===== config.mk =====
export PLATFORM = sky130hd
export DESIGN_NAME = regfile_wr_arbiter
export DESIGN_NICKNAME = d
export VERILOG_FILES = /design/src/rtl/regfile_wr_arbiter_pkg.sv /design/src/rtl/regfile_wr_arbiter_slot.sv /design/src/rtl/regfile_wr_arbiter.sv
export SDC_FILE = /design/constraint.sdc
export NUM_CORES = 1
export LEC_CHECK = 0
export CAP_MARGIN = 15
export CORE_MARGIN = 3
export CORE_UTILIZATION = 30
export CTS_CLUSTER_SIZE = 10
export DETAILED_ROUTE_END_ITERATION = 8
export DONT_BUFFER_PORTS = 1
export PLACE_DENSITY = 0.54
export SETUP_SLACK_MARGIN = 0.15
export SLEW_MARGIN = 5
export SYNTH_ARGS = -nofsm -noshare
export SYNTH_HDL_FRONTEND = slang
export SYNTH_HIERARCHICAL = 1
export SYNTH_SLANG_ARGS = --single-unit

===== constraint.sdc =====
create_clock -name Clk -period 5.3 [get_ports Clk]
set_input_delay 0.795 -clock Clk [delete_from_list [all_inputs] [get_ports Clk]]
set_output_delay 0.795 -clock Clk [all_outputs]
set_load 0.01 [all_outputs]

===== src/rtl/regfile_wr_arbiter_pkg.sv =====
// Shared definitions for the register-file write arbiter: default widths,
// requester identifiers and the hard-wired zero register index.
package regfile_wr_arbiter_pkg;

    localparam int DATA_W_DEF = 32;
    localparam int ADDR_W_DEF = 5;
    localparam int CNT_W_DEF  = 8;

    localparam logic [4:0] REG_ZERO = 5'd0;

    typedef enum logic {
        REQ_ALU = 1'b0,
        REQ_MEM = 1'b1
    } req_e;

endpackage


===== src/rtl/regfile_wr_arbiter_slot.sv =====
// One-entry holding slot for a writeback request: a load in the same edge as a
// clear wins, so a granted slot can be refilled without a bubble.
module regfile_wr_arbiter_slot
    import regfile_wr_arbiter_pkg::*;
#(
    parameter int ADDR_W = ADDR_W_DEF,
    parameter int DATA_W = DATA_W_DEF
) (
    input  logic              Clk,
    input  logic              Reset_n,
    input  logic              load_i,
    input  logic              clear_i,
    input  logic [ADDR_W-1:0] rd_i,
    input  logic [DATA_W-1:0] data_i,
    output logic              full_o,
    output logic [ADDR_W-1:0] rd_o,
    output logic [DATA_W-1:0] data_o
);

    logic              full_q;
    logic [ADDR_W-1:0] rd_q;
    logic [DATA_W-1:0] data_q;

    always_ff @(posedge Clk or negedge Reset_n) begin
        if (!Reset_n) begin
            full_q <= 1'b0;
            rd_q   <= '0;
            data_q <= '0;
        end else if (load_i) begin
            full_q <= 1'b1;
            rd_q   <= rd_i;
            data_q <= data_i;
        end else if (clear_i) begin
            full_q <= 1'b0;
        end
    end

    assign full_o = full_q;
    assign rd_o   = rd_q;
    assign data_o = data_q;

endmodule


===== src/rtl/regfile_wr_arbiter.sv =====
// Shares the register-file write port between the ALU and load writeback paths,
// dropping $0/overflow writes and exporting a pending-write scoreboard.
module regfile_wr_arbiter
    import regfile_wr_arbiter_pkg::*;
#(
    parameter int DATA_W    = DATA_W_DEF,
    parameter int ADDR_W    = ADDR_W_DEF,
    parameter int CNT_W     = CNT_W_DEF,
    parameter int FIXED_PRI = 0
) (
    input  logic              Clk,
    input  logic              Reset_n,
    input  logic              Run,
    input  logic              Alu_Valid,
    output logic              Alu_Ready,
    input  logic [ADDR_W-1:0] Alu_Rd,
    input  logic [DATA_W-1:0] Alu_Data,
    input  logic              Alu_Ovf,
    input  logic              Mem_Valid,
    output logic              Mem_Ready,
    input  logic [ADDR_W-1:0] Mem_Rd,
    input  logic [DATA_W-1:0] Mem_Data,
    output logic              RegWr,
    output logic [ADDR_W-1:0] Rw,
    output logic [DATA_W-1:0] busW,
    output logic [31:0]       Pend,
    output logic [CNT_W-1:0]  DropCnt
);

    logic              aluFull, memFull, bothFull;
    logic [ADDR_W-1:0] aluRd, memRd;
    logic [DATA_W-1:0] aluData, memData;
    logic              grantAlu, grantMem;
    logic              aluAccept, memAccept, aluDrop, memDrop, aluLoad, memLoad;
    logic              aluFullNext, memFullNext;
    logic [CNT_W:0]    dropSum;

    req_e              ptr_q, ptr_d;
    logic              memOlder_q, memOlder_d;
    logic              regWr_q;
    logic [ADDR_W-1:0] rw_q;
    logic [DATA_W-1:0] busW_q;
    logic [CNT_W-1:0]  dropCnt_q, dropCnt_d;

    regfile_wr_arbiter_slot #(.ADDR_W(ADDR_W), .DATA_W(DATA_W)) u_aluSlot (
        .Clk    (Clk),
        .Reset_n(Reset_n),
        .load_i (aluLoad),
        .clear_i(grantAlu),
        .rd_i   (Alu_Rd),
        .data_i (Alu_Data),
        .full_o (aluFull),
        .rd_o   (aluRd),
        .data_o (aluData)
    );

    regfile_wr_arbiter_slot #(.ADDR_W(ADDR_W), .DATA_W(DATA_W)) u_memSlot (
        .Clk    (Clk),
        .Reset_n(Reset_n),
        .load_i (memLoad),
        .clear_i(grantMem),
        .rd_i   (Mem_Rd),
        .data_i (Mem_Data),
        .full_o (memFull),
        .rd_o   (memRd),
        .data_o (memData)
    );

    assign bothFull = aluFull & memFull;

    // Equal destinations must retire oldest-first to keep write-after-write order.
    always_comb begin
        grantAlu = 1'b0;
        grantMem = 1'b0;
        ptr_d    = ptr_q;
        if (Run) begin
            if (bothFull) begin
                if (aluRd == memRd)
                    grantMem = memOlder_q;
                else if (FIXED_PRI != 0)
                    grantMem = 1'b1;
                else
                    grantMem = (ptr_q == REQ_MEM);
                grantAlu = ~grantMem;
                ptr_d    = grantMem ? REQ_ALU : REQ_MEM;
            end else begin
                grantAlu = aluFull;
                grantMem = memFull;
            end
        end
    end

    assign Alu_Ready = ~aluFull | grantAlu;
    assign Mem_Ready = ~memFull | grantMem;
    assign aluAccept = Alu_Valid & Alu_Ready;
    assign memAccept = Mem_Valid & Mem_Ready;
    assign aluDrop   = aluAccept & ((Alu_Rd == ADDR_W'(REG_ZERO)) | Alu_Ovf);
    assign memDrop   = memAccept & (Mem_Rd == ADDR_W'(REG_ZERO));
    assign aluLoad   = aluAccept & ~aluDrop;
    assign memLoad   = memAccept & ~memDrop;

    // memOlder_q is only meaningful while both slots hold a request.
    always_comb begin
        aluFullNext = aluLoad | (aluFull & ~grantAlu);
        memFullNext = memLoad | (memFull & ~grantMem);
        memOlder_d  = 1'b0;
        if (aluFullNext && memFullNext) begin
            if (memLoad)
                memOlder_d = 1'b0;
            else if (aluLoad)
                memOlder_d = 1'b1;
            else
                memOlder_d = memOlder_q;
        end
    end

    assign dropSum   = {1'b0, dropCnt_q} + (CNT_W+1)'(aluDrop) + (CNT_W+1)'(memDrop);
    assign dropCnt_d = dropSum[CNT_W] ? {CNT_W{1'b1}} : dropSum[CNT_W-1:0];

    always_ff @(posedge Clk or negedge Reset_n) begin
        if (!Reset_n) begin
            ptr_q      <= REQ_ALU;
            memOlder_q <= 1'b0;
            regWr_q    <= 1'b0;
            rw_q       <= '0;
            busW_q     <= '0;
            dropCnt_q  <= '0;
        end else begin
            ptr_q      <= ptr_d;
            memOlder_q <= memOlder_d;
            regWr_q    <= grantAlu | grantMem;
            dropCnt_q  <= dropCnt_d;
            if (grantAlu) begin
                rw_q   <= aluRd;
                busW_q <= aluData;
            end else if (grantMem) begin
                rw_q   <= memRd;
                busW_q <= memData;
            end
        end
    end

    // Built from registered state only so decode stalls never loop back through Valid.
    always_comb begin
        Pend = '0;
        for (int i = 1; i < 32; i++) begin
            Pend[i] = (aluFull & (aluRd == ADDR_W'(i))) |
                      (memFull & (memRd == ADDR_W'(i))) |
                      (regWr_q & (rw_q  == ADDR_W'(i)));
        end
    end

    assign RegWr   = regWr_q;
    assign Rw      = rw_q;
    assign busW    = busW_q;
    assign DropCnt = dropCnt_q;

endmodule


## Word level (Yosys, flattened, before mapping)

Cells that the tools add are included.

| operators by class | value |
|---|---|
| add/sub/neg operators | 2 |
| equal/unequal tests | 95 |
| multiplexer cells | 20 |
| bitwise gates (word level) | 177 |
| reductions and logical operators | 7 |

Operator list:

| kind | number |
|---|---|
| 5-bit equality test, second input constant | 48 |
| 5-bit by 4-bit equality test with 1-bit output, second input constant | 24 |
| 1-bit AND | 102 |
| 1-bit OR | 68 |
| 32-bit 2-to-1 mux | 2 |
| 5-bit by 3-bit equality test with 1-bit output, second input constant | 12 |
| 5-bit by 2-bit equality test with 1-bit output, second input constant | 6 |
| 5-bit by 1-bit equality test with 1-bit output, second input constant | 3 |
| 1-bit 2-to-1 mux | 15 |
| 5-bit zero test | 2 |
| 5-bit 2-to-1 mux | 2 |
| 8-bit by 1-bit adder with 9-bit output | 1 |
| 9-bit by 1-bit adder with 9-bit output | 1 |
| 8-bit 2-to-1 mux | 1 |
| 1-bit NOT | 7 |
| 2-bit nonzero test | 3 |
| 5-bit equality test | 1 |
| 3-bit != test, second input constant | 1 |
| 2-bit AND reduction | 1 |
| 1-bit logical AND | 1 |

| word-level totals | value |
|---|---|
| bits in registers | 124 |
| output and inout bits | 80 |
| word-level logic and storage cells | 313 |

## Logic depth before layout (Yosys ltp)

Gate-level depths: netlist of run 1.

| depth | value |
|---|---|
| depth after elaboration | 15 |
| depth in mapped cells | 13 |
| gate-level depth less buffers | 12 |

## By module

Netlist of run 1, hierarchy kept.

By module, submodules not included:

| module | instances | cells each | area an instance (um2) |
|---|---|---|---|
| regfile_wr_arbiter | 1 | 366 | 3,146.8 |
| regfile_wr_arbiter_slot | 2 | 81 | 1,488.9 |

## Least setup slack after synthesis of run 1

Ideal clock, no wire load.

| timing path | value |
|---|---|
| path type | in2reg |
| from | input Mem_Rd[0] |
| to | register dropCnt_q[0] (netlist: DropCnt[0]) |
| arrival | 2.853 ns |
| required time | 5.230 ns |
| slack | 2.376 ns |
| stages on the path | 8 |
| path through | or4_1 > a2111oi_0 > fa_1 > ha_1 > and3_1 > and3_1 > nand3_1 > nand2b_1 |

| on the way | value |
|---|---|
| longest elaborated chain between the ends | 4 |

Ends and longest elaborated chain:

| what | line | RTL |
|---|---|---|
| start, declared | regfile_wr_arbiter.sv:21 | `input logic [ADDR_W-1:0] Mem_Rd,` |
| 5-bit zero test | regfile_wr_arbiter.sv:98 | `assign memDrop = memAccept & (Mem_Rd == ADDR_W'(REG_ZERO));` |
| 1-bit AND | regfile_wr_arbiter.sv:98 |  |
| 9-bit by 1-bit adder with 9-bit output | regfile_wr_arbiter.sv:117 | `assign dropSum = {1'b0, dropCnt_q} + (CNT_W+1)'(aluDrop) + (CNT_W+1)'(memDrop);` |
| 8-bit 2-to-1 mux | regfile_wr_arbiter.sv:118 | `assign dropCnt_d = dropSum[CNT_W] ? {CNT_W{1'b1}} : dropSum[CNT_W-1:0];` |
| named net dropCnt_d[0] | regfile_wr_arbiter.sv:43 | `logic [CNT_W-1:0] dropCnt_q, dropCnt_d;` |
| end signal, assigned | regfile_wr_arbiter.sv:132 | `dropCnt_q <= dropCnt_d;` |
| end, declared | regfile_wr_arbiter.sv:43 |  |

The timed path passes the listed nets, and every way through them passes these cells.
A chain may end at the register's enable or synchronous reset.

## Worst setup path in the final report of run 1

| timing path | value |
|---|---|
| from | register u_aluSlot.rd_q[0] (netlist: u_aluSlot/rd_o[0]) |
| to | register dropCnt_q[5] (netlist: DropCnt[5]) |

| on the way | value |
|---|---|
| longest elaborated chain between the ends | 13 |
| elaborated cells on any way between the ends | 18 |

Ends and longest elaborated chain:

| what | line | RTL |
|---|---|---|
| start, declared | regfile_wr_arbiter_slot.sv:21 | `logic [ADDR_W-1:0] rd_q;` |
| start signal, assigned | regfile_wr_arbiter_slot.sv:31 | `rd_q <= rd_i;` |
| 5-bit equality test * | regfile_wr_arbiter.sv:78 | `if (aluRd == memRd)` |
| 1-bit 2-to-1 mux * | regfile_wr_arbiter.sv:78 |  |
| 1-bit 2-to-1 mux * | regfile_wr_arbiter.sv:77 | `if (bothFull) begin` |
| 1-bit 2-to-1 mux * | regfile_wr_arbiter.sv:76 | `if (Run) begin` |
| 1-bit NOT | regfile_wr_arbiter.sv:84 | `grantAlu = ~grantMem;` |
| 1-bit 2-to-1 mux | regfile_wr_arbiter.sv:77 |  |
| 1-bit 2-to-1 mux | regfile_wr_arbiter.sv:76 |  |
| 1-bit OR | regfile_wr_arbiter.sv:93 | `assign Alu_Ready = ~aluFull \| grantAlu;` |
| 1-bit AND | regfile_wr_arbiter.sv:95 | `assign aluAccept = Alu_Valid & Alu_Ready;` |
| 1-bit AND | regfile_wr_arbiter.sv:97 | `assign aluDrop = aluAccept & ((Alu_Rd == ADDR_W'(REG_ZERO)) \| Alu_Ovf);` |
| 8-bit by 1-bit adder with 9-bit output | regfile_wr_arbiter.sv:117 |  |
| 9-bit by 1-bit adder with 9-bit output * | regfile_wr_arbiter.sv:117 |  |
| 8-bit 2-to-1 mux * | regfile_wr_arbiter.sv:118 |  |
| named net dropCnt_d[5] | regfile_wr_arbiter.sv:43 |  |

Mark *: on every way through the listed nets, which the timed path passes. The rest lies on a longest branch. The select of a mux whose other input is x is not followed.

==> flow_metrics.tcl, run 1 <==
set metrics [dict create \
    dieWidth_um 148.9 \
    slew_viol_final 0 \
    maxCapViolations 0 \
    vias_per_cell 5.351 \
    synth_adder_area_share_pct 0.5312 \
    powerDensity_mw_per_mm2 665.7 \
    synth_edf_count 0 \
    synth_seq_cells 124 \
    dp_cells 762 \
    io_pins 160 \
    synth_xor_area_share_pct 1.287 \
    crit_path_max_fanout 38 \
    fin_tns_setup_ns 0 \
    status "completed" \
    cp-start-kind "flip-flop" \
    antenna_found_initial 2 \
    setup_violations 0 \
    wl_um 16620 \
    rrSetupSlack_ns 1.77 \
    relSlewSlack_pct 46.96 \
    post_cts_resized 0 \
    syn_inst 528 \
    synth_warnings 6 \
    rsz0062_at_grt "no" \
    rows 51 \
    fin_crit_sh_pct 66.58 \
    cts.sinks 124 \
    max-vdd-ir-drop_mv 0.2710 \
    power_leakage_nw 3.141 \
    syn_area_per_cell_um2 11.60 \
    min_path_type "in2async" \
    cp-startpoint "u_aluSlot/rd_o[0]" \
    syn_area_mm2 0.006125 \
    ctsHoldBuffers 0 \
    synth.area.mux_share_pct 16.53 \
    max_freq_ghz 0.2834 \
    dp_hpwl_um 11490 \
    grt_pass1_vias 4491 \
    fin_skew_ns 0.01913 \
    drc_errors 0 \
    timing.critical_path.to "DropCnt[5]" \
    numCtsBuffers 17 \
    synth_top_family_by_area "multiplexers" \
    drive_gt1_share_pct 22.31 \
    grt_pass1_wl_um 25960 \
    cts_root_buf "clkbuf_16" \
    cts_setup_buffers 0 \
    seq_area_frac_synth_pct 50.66 \
    synthToLayoutAreaGrowth_pct 12.79 \
    yosys.cell_types.count 48 \
    fin_cells 795 \
    firstDrtPassIters 6 \
    finalHoldViolCount 0 \
    synth_nets 610 \
    ant_nets 0 \
    grtUsageTotal_pct 15.02 \
    final_nets 599 \
    yosys_most_used_dff "dfrtp_1" \
    gr-total-overflow 0 \
    period_minus_slack_ns 3.529 \
    synth_compound_area_share_pct 11.81 \
    gp_congestion 0.8646 \
    r2r-end "DropCnt[5]" \
    die_h_um 148.9 \
    yosys.area_share.simple_pct 15.08 \
    core_area_mm2 0.01978 \
    clock_path_buffers 2 \
    critPathCaptureType "flip-flop" \
    io_buffers 0 \
    wire_per_inst_um 20.91 \
    path_clk_slew_ns 0.06 \
    grt_max_degree 125 \
    drt_iter0_drc 335 \
    reg2regPathDepth 11 \
    clk_latency_ns 0.42 \
    async_reset_ff_share_pct 100.0 \
    cts_tree "built" \
    fp.dieArea_mm2 0.02217 \
    n_fill_cell 1984 \
    htreeDepth 4 \
    cp.required_ns 5.64 \
    path_class "reg2reg" \
    initial_core_util_pct 30.96 \
    vias 4254 \
    worst_ep_arrival_time_ns 3.86 \
    tightest_slew_ns 0.7944 \
    r2r_start "u_aluSlot/rd_o[0]" \
]
-- cell usage after synthesis, types with 2 or more instances --
cell type	instances	area (um2)
nor3_1	9	45.04
o21ai_0	4	20.02
a22oi_1	22	165.2
or2b_1	2	15.01
and2_1	4	25.02
clkbuf_1	15	56.30
nor2b_1	9	56.30
nand3_1	5	25.02
a32oi_1	6	52.55
a222oi_1	2	20.02
nand4b_1	2	17.52
dfrtp_1	124	3103
nand2b_1	9	56.30
xnor2_1	8	70.07
mux2_4	39	585.6
buf_1	4	15.01
buf_6	9	101.4
a221o_1	37	370.4
nor2_1	25	93.84
a21o_1	2	15.01
and3_1	41	256.5
mux2_2	37	416.7
nand2_1	73	274.0
nor3b_1	2	15.01
inv_1	9	33.78
buf_2	6	30.03
a31oi_1	2	12.51
-- layer usage --
| metal | vias to the layer above | routed length [um] | GRT usage (%) | part of all wire, % |
|---|---|---|---|---|
| met3 | 21 | 1671 | 6.411 | 10 |
| met5 | - | 20 | 0 | 0.12 |
| met2 | 190 | 7764 | 23.20 | 47 |
| met1 | 2132 | 6936 | 19.20 | 42 |
| li1 | 1909 | - | - | - |
| met4 | 2 | 229 | 4.622 | 1.4 |
-- logic make-up (layout without fill, tap and decap cells) --
logic type               Yosys count  after routing
AND/OR/NAND/NOR                  186            186
flip-flops                       124            124
AO/OA/AOI/OAI                     84             84
multiplexers                      77             77
buffers and inverters             45             46
XOR/XNOR                           9              9
adder cells (fa/ha/maj)            2              2
other                              1              2
-- critical path: stages (launching register included) --
cell and delay (ns):
dfrtp_1 0.44, xnor2_1 0.26, and3_4 0.26, mux2_4 0.41, nand2_1 0.23, a2111oi_0 0.57, fa_1 0.29, ha_1 0.21
and3_1 0.21, and3_1 0.22, nand3_1 0.19, nand2_1 0.14
-- registers in the layout, summed over array words and instances (netlist names) --
signal / flops
busW: 32
u_aluSlot/full_o: 1
RegWr: 1
u_memSlot/rd_o: 5
ptr_q: 1
u_memSlot/data_o: 32
Rw: 5
u_aluSlot/rd_o: 5
DropCnt: 8
u_memSlot/full_o: 1
memOlder_q: 1
u_aluSlot/data_o: 32
-- worst min-delay path by stage --
stage,endpoint,startpoint,slack [ns]
floorplan,u_aluSlot/full_o,u_aluSlot/full_o,0.45
global placement,u_memSlot/data_o[2],u_memSlot/data_o[2],0.48
detailed placement,u_memSlot/data_o[9],u_memSlot/data_o[9],0.49
CTS,u_aluSlot/data_o[20],Reset_n,0.06
global route,u_aluSlot/data_o[31],Reset_n,0.05
finish,u_memSlot/data_o[21],Reset_n,0.07
-- where the power goes --
group	switching [mW]	internal (mW)	total [mW]	leakage, nW
combinational	0.811	0.788	1.60	1.37
sequential	0.487	1.40	1.89	1.49
clock	0.422	0.690	1.11	0.277
-- area by class of cell --
cell class	count	area [um2]	share of cell area [%]
diodes	1	2.502	0.03623
clock buffers	21	480.5	6.955
repair buffers	5	57.56	0.8332
flip-flops and latches	124	3103	44.92
inverters	10	37.54	0.5434
multi-input cells	359	2805	40.61
clock inverters	10	90.09	1.304
well taps	265	331.6	4.800
-- metrics by stage --
step           hold slack (ns)  cell area (um2)  power, mW  util [%]  worst slack (ns)
2_1_floorplan           0.4515             6125      3.105         -             2.376
3_3_place_gp            0.4833             6307      3.451     31.88             1.961
3_5_place_dp            0.4871             6307      3.488     31.88             1.792
4_1_cts                0.06106             6878      4.620     34.77             1.780
5_1_grt                0.04853             6908      4.899     34.92             1.549
6_report               0.06916             6908      4.599     34.92             1.771
-- cells in the final DEF, fill, tap and decap left out, types with 5 or more instances in the layout --
cell type	instances
dfrtp_1	124
xnor2_1	8
a221o_1	37
nand3_1	5
nor3_1	9
inv_1	9
nor2b_1	9
nand2b_1	9
a32oi_1	6
mux2_2	37
nor2_1	24
mux2_4	39
nand2_1	73
and3_1	41
clkbuf_16	17
a22oi_1	22
(Power assumes the default switching activity.)
==> inputs of run 2 (changes only) <==
- clock period: 5.3 -> 3.31 ns (I/O delays scaled with it)
==> run 2 against run 1 <==
The flow now finishes with violations (hold timing). Routed wire length up 3.2%. Non-clock buffer count up 10. Sequential power is 56% higher. First-iteration DRC count is 24% lower. Cell count is 1.4% higher. Sequential share of layout area down 0.99 points. Clock skew down 0.0091 ns. Design area increased by 2.2%. Clock power grew 74%. Largest cell class unchanged.
==> flow_metrics.tcl, run 2 (synthesized netlist as in run 1, its figures left out) <==
set metrics [dict create \
    ant_nets 0 \
    cpMostUsedCell "and3_1" \
    r2r_start "u_aluSlot/rd_o[0]" \
    numCtsBuffers 17 \
    cts_root_buf "clkbuf_16" \
    n_fill_cell 1970 \
    clkPwrFrac_pct 25.1 \
    status "complete, but fails checks" \
    grt_pass1_vias 4548 \
    worst_ep_arrival_time_ns 3.25 \
    grtUsageTotal_pct 15.51 \
    sw_frac_of_total_pct 37.15 \
    power_mw 7.664 \
    final_nets 609 \
    vias_per_cell 5.449 \
    final_cell_mix "124 x dfrtp_1, 72 x nand2_1, 41 x and3_1, 39 x mux2_4" \
    cts_tree "built" \
    dp_cells 773 \
    antenna_found_initial 2 \
    gp_congestion 0.8605 \
    cts.sinks 124 \
    r2r-end "DropCnt[0]" \
    crit_path_max_fanout 7 \
    fin_area_mm2 0.007063 \
    place_area_mm2 0.006402 \
    p_sw_mw 2.848 \
    critPathCaptureType "flip-flop" \
    whs_ns -0.2227 \
    powerDensity_mw_per_mm2 1085 \
    grt_max_degree 125 \
    rsz0062_at_grt "no" \
    gr-total-overflow 0 \
    fp.dieArea_mm2 0.02217 \
    violations "hold timing" \
    fin_skew_ns 0.01001 \
    slew_viol_final 0 \
    maxCapViolations 0 \
    die_h_um 148.9 \
    initial_core_util_pct 30.96 \
    crit_path_max_incr_delay_ns 0.47 \
    wl_um 17150 \
    crit_slowest_cell "dfrtp_1" \
    relSlewSlack_pct 46.35 \
    fin_cells 806 \
    clock_path_buffers 2 \
    clk_latency_ns 0.41 \
    path_class "reg2reg" \
    setup_violations 0 \
    htreeDepth 4 \
    max-vdd-ir-drop_mv 0.4718 \
    drc_errors 0 \
    cp-start-kind "flip-flop" \
    p_seq_share_pct 38.5 \
    io_pins 160 \
    post-route-util_pct 35.71 \
    max_freq_ghz 0.3376 \
    rrSetupSlack_ns 0.35 \
    cp_cell_sequence "xnor2_2 > and3_4 > mux2_4 > nand2_2 > a2111oi_4 > fa_1 > ha_1 > and3_1 > and3_1 > nand3_1 > nand2b_1" \
    period_minus_slack_ns 2.962 \
    fin_tns_setup_ns 0 \
    power_frac_comb_pct 36.4 \
    reg2regPathDepth 11 \
    cts_setup_buffers 0 \
    rows 51 \
    setup_ws_ns 0.3478 \
    post-place-ws_ns 0.1581 \
    dp_hpwl_um 11630 \
    fin_crit_sh_pct 89.49 \
    vias 4392 \
    wire_per_inst_um 21.27 \
    finalHoldViolCount 124 \
    grt_pass1_wl_um 26880 \
    drt_iter0_drc 254 \
    final_common_cell "dfrtp_1" \
    min_path_type "in2async" \
    path_clk_slew_ns 0.06 \
    synthToLayoutAreaGrowth_pct 15.32 \
    power_leakage_nw 3.208 \
    firstDrtPassIters 7 \
    internal-power_mw 4.817 \
    tightest_slew_ns 0.8036 \
    cp.required_ns 3.59 \
    io_buffers 0 \
    dieWidth_um 148.9 \
    core_area_mm2 0.01978 \
    drive_gt1_share_pct 24.81 \
]
[run 2: cell count changes in the layout (fill, tap and decap cells not counted), sizes merged]
cell / change
buf: +10
clkinv: -1
clkinvlp: +1
inv: +1
clkbuf: -2
bufinv: +2
[run 2: worst max path at each step]
stage                      startpoint         end  depth (start not counted)
CTS                 u_aluSlot/rd_o[0]  DropCnt[0]                         11
detailed placement  u_aluSlot/rd_o[0]  DropCnt[0]                         11
global placement    u_aluSlot/rd_o[0]  DropCnt[0]                         11
finish              u_aluSlot/rd_o[0]  DropCnt[0]                         11
global route        u_aluSlot/rd_o[0]  DropCnt[1]                         11
floorplan           u_aluSlot/rd_o[4]  DropCnt[0]                         12
[run 2: repair_timing]
action	CTS	global route
pin swaps	0	1
gates resized for setup	1	6
hold endpoints to repair	124	124
cloned	0	0
setup endpoints to repair	6	8
[run 2: power by group through the flow]
stage / combinational (mW) / sequential, mW / clock [mW]
after floorplan: 2.23 / 2.74 / 0
after global placement: 2.71 / 2.94 / 0
after detailed placement: 2.75 / 2.96 / 0
after CTS: 2.76 / 2.95 / 1.97
after global routing: 3.03 / 3.06 / 2.04
final: 2.79 / 2.95 / 1.93
[run 2: layout make-up]
cell class / instances / area, um2 / share of cell area (%)
clock inverter: 13 / 165.2 / 2.338
antenna: 1 / 2.502 / 0.03543
inverter: 10 / 37.54 / 0.5314
tap: 265 / 331.6 / 4.694
timing repair buffer: 15 / 125.1 / 1.771
sequential: 124 / 3103 / 43.93
multi-input combinational: 359 / 2845 / 40.28
clock buffer: 19 / 452.9 / 6.413
[run 2: worst max-delay path, delay by kind of cell, from the launching register on]
family	cells	cell delay, ns
multiplexers	1	0.32
AND/OR/NAND/NOR	6	1.11
AO/OA/AOI/OAI	1	0.09
XOR/XNOR	1	0.23
flip-flops	1	0.47
adder cells (fa/ha/maj)	2	0.62
[run 2: metal layers]
| metal | GRT usage [%] | vias up | wire length [um] |
|---|---|---|---|
| met1 | 18.83 | 2239 | 6866 |
| met3 | 6.047 | 20 | 1757 |
| met2 | 25.35 | 212 | 8280 |
| met5 | 0 | - | 20 |
| met4 | 5.126 | 2 | 222 |
| li1 | - | 1919 | - |
==> inputs of run 3 (changes only) <==
- CELL_PAD_IN_SITES_DETAIL_PLACEMENT: not set -> 0
- CELL_PAD_IN_SITES_GLOBAL_PLACEMENT: not set -> 1
- CORE_ASPECT_RATIO: not set -> 1.75
- PLACE_DENSITY: 0.54 -> 0.63
==> run 3 against run 2 <==
The flow still finishes with violations (hold timing). First-iteration DRC count increased by 28%. Critical path depth unchanged. Design area decreased by 0.69%. Die area increased by 0.31%. Total power decreased by 0.40%. Combinational power about the same. Maximum frequency increased by 1.6%. Worst hold slack improved by 0.0075 ns. Largest power group unchanged.
==> flow_metrics.tcl, run 3 (synthesized netlist as in run 1, its figures left out) <==
set metrics [dict create \
    synthToLayoutAreaGrowth_pct 14.53 \
    rsz0062_at_grt "no" \
    dp_hpwl_um 12450 \
    drive_gt1_share_pct 23.89 \
    max_freq_ghz 0.3431 \
    slew_viol_final 0 \
    clock_path_buffers 2 \
    period_minus_slack_ns 2.914 \
    power_mw 7.634 \
    initial_core_util_pct 30.76 \
    io_pins 160 \
    gr-total-overflow 0 \
    die_h_um 195.0 \
    final_common_cell "dfrtp_1" \
    cts.sinks 124 \
    fp.dieArea_mm2 0.02223 \
    grt_max_degree 125 \
    power_leakage_nw 3.201 \
    ff_latch_area_mm2 0.003103 \
    grt_pass1_wl_um 27860 \
    cp.required_ns 3.60 \
    ant_nets 0 \
    htreeDepth 4 \
    cts_root_buf "clkbuf_16" \
    dieWidth_um 114.0 \
    antenna_found_initial 0 \
    final_cell_mix "124 x dfrtp_1, 72 x nand2_1, 41 x and3_1, 39 x mux2_4" \
    powerDensity_mw_per_mm2 1088 \
    clk_latency_ns 0.41 \
    whs_ns -0.2152 \
    antennaDiodeCount 0 \
    violations "hold timing" \
    vias_per_cell 5.550 \
    final_nets 609 \
    grt_pass1_vias 4735 \
    crit_path_max_fanout 7 \
    rows 68 \
    core_area_mm2 0.01991 \
    drc_errors 0 \
    relSlewSlack_pct 48.73 \
    max-vdd-ir-drop_mv 0.5369 \
    tightest_slew_ns 0.7680 \
    io_buffers 0 \
    critPathCaptureType "flip-flop" \
    grtUsageTotal_pct 16.16 \
    place_area_mm2 0.006382 \
    fin_area_mm2 0.007014 \
    firstDrtPassIters 6 \
    min_path_type "in2async" \
    fin_skew_ns 0.006983 \
    status "complete, but fails checks" \
    n_fill_cell 2055 \
    fin_tns_setup_ns 0 \
    vias 4357 \
    wire_per_inst_um 22.82 \
    finalHoldViolCount 124 \
    numCtsBuffers 17 \
    fin_crit_sh_pct 88.05 \
    path_class "reg2reg" \
    maxCapViolations 0 \
    wl_um 17910 \
    path_clk_slew_ns 0.05 \
    cts_tree "built" \
    gp_congestion 0.8873 \
    cp-start-kind "flip-flop" \
    multi_input_area_mm2 0.002838 \
    drt_iter0_drc 325 \
    setup_violations 0 \
    worst_ep_arrival_time_ns 3.20 \
]
==> run 3: critical path: stages (launching register included) <==
cell and delay, ns:
dfrtp_1 0.45, xnor2_1 0.22, and3_4 0.25, nand4_1 0.19, a31oi_2 0.28, nor3b_1 0.10, fa_1 0.44, ha_1 0.23
and3_1 0.21, and3_1 0.22, nand3_2 0.14, nand2_1 0.08
==> run 3: path summary, 6_finish.rpt <==
path / depth (start not counted) / startpoint / slack, ns / end
worst max-delay path: 11 / u_memSlot/rd_o[2] / 0.40 / DropCnt[5]
worst min-delay path: 0 / Reset_n / -0.22 / u_aluSlot/data_o[21]
worst max register to register: 11 / u_memSlot/rd_o[2] / 0.40 / DropCnt[5]
worst min register to register: 1 / u_memSlot/data_o[11] / 0.50 / u_memSlot/data_o[11]
max in group asynchronous: 0 / Reset_n / 3.36 / u_memSlot/data_o[11]
min in group Clk: 1 / Mem_Rd[0] / 0.23 / u_memSlot/rd_o[0]
==> run 3: cell type report <==
class	instances	area share [%]
sequential	124	44.24
inverter	10	0.5351
multi-input combinational	359	40.46
tap	245	4.370
clock buffer	26	7.260
clock inverter	6	1.177
timing repair buffer	15	1.962
==> run 3: timing repair <==
action | in CTS | in global routing
endpoints found under the setup margin | 8 | 8
resized for setup | 1 | 5
buffers inserted | 0 | 1
pin swaps | 0 | 1
hold endpoints to repair | 124 | 124
==> run 3: power breakdown <==
part | total [mW] | internal (mW) | switching, mW
clock | 1.86 | 1.21 | 0.655
sequential | 2.95 | 2.24 | 0.710
combinational | 2.82 | 1.35 | 1.46
total | 7.63 | 4.80 | 2.83
==> run 3: per-layer routing <==
| layer | track usage (%) | vias up | share of wire [%] | wire (um) |
|---|---|---|---|---|
| met1 | 17.55 | 2203 | 36 | 6461 |
| met5 | 0 | - | 0 | 0 |
| met3 | 6.264 | 35 | 9.1 | 1634 |
| met4 | 6.297 | 0 | 2.6 | 466 |
| li1 | - | 1927 | - | - |
| met2 | 27.94 | 192 | 52 | 9348 |
==> run 3: metrics by stage <==
stage | std cells | worst slack, ns | utilization [%]
final | 785 | 0.3956 | 35.23
after global routing | 785 | 0.2022 | 35.23
after CTS | 784 | 0.1502 | 35.04
after detailed placement | 752 | 0.06426 | 32.06
after global placement | 752 | 0.1383 | 32.06
after floorplan | 528 | 0.4776 | -
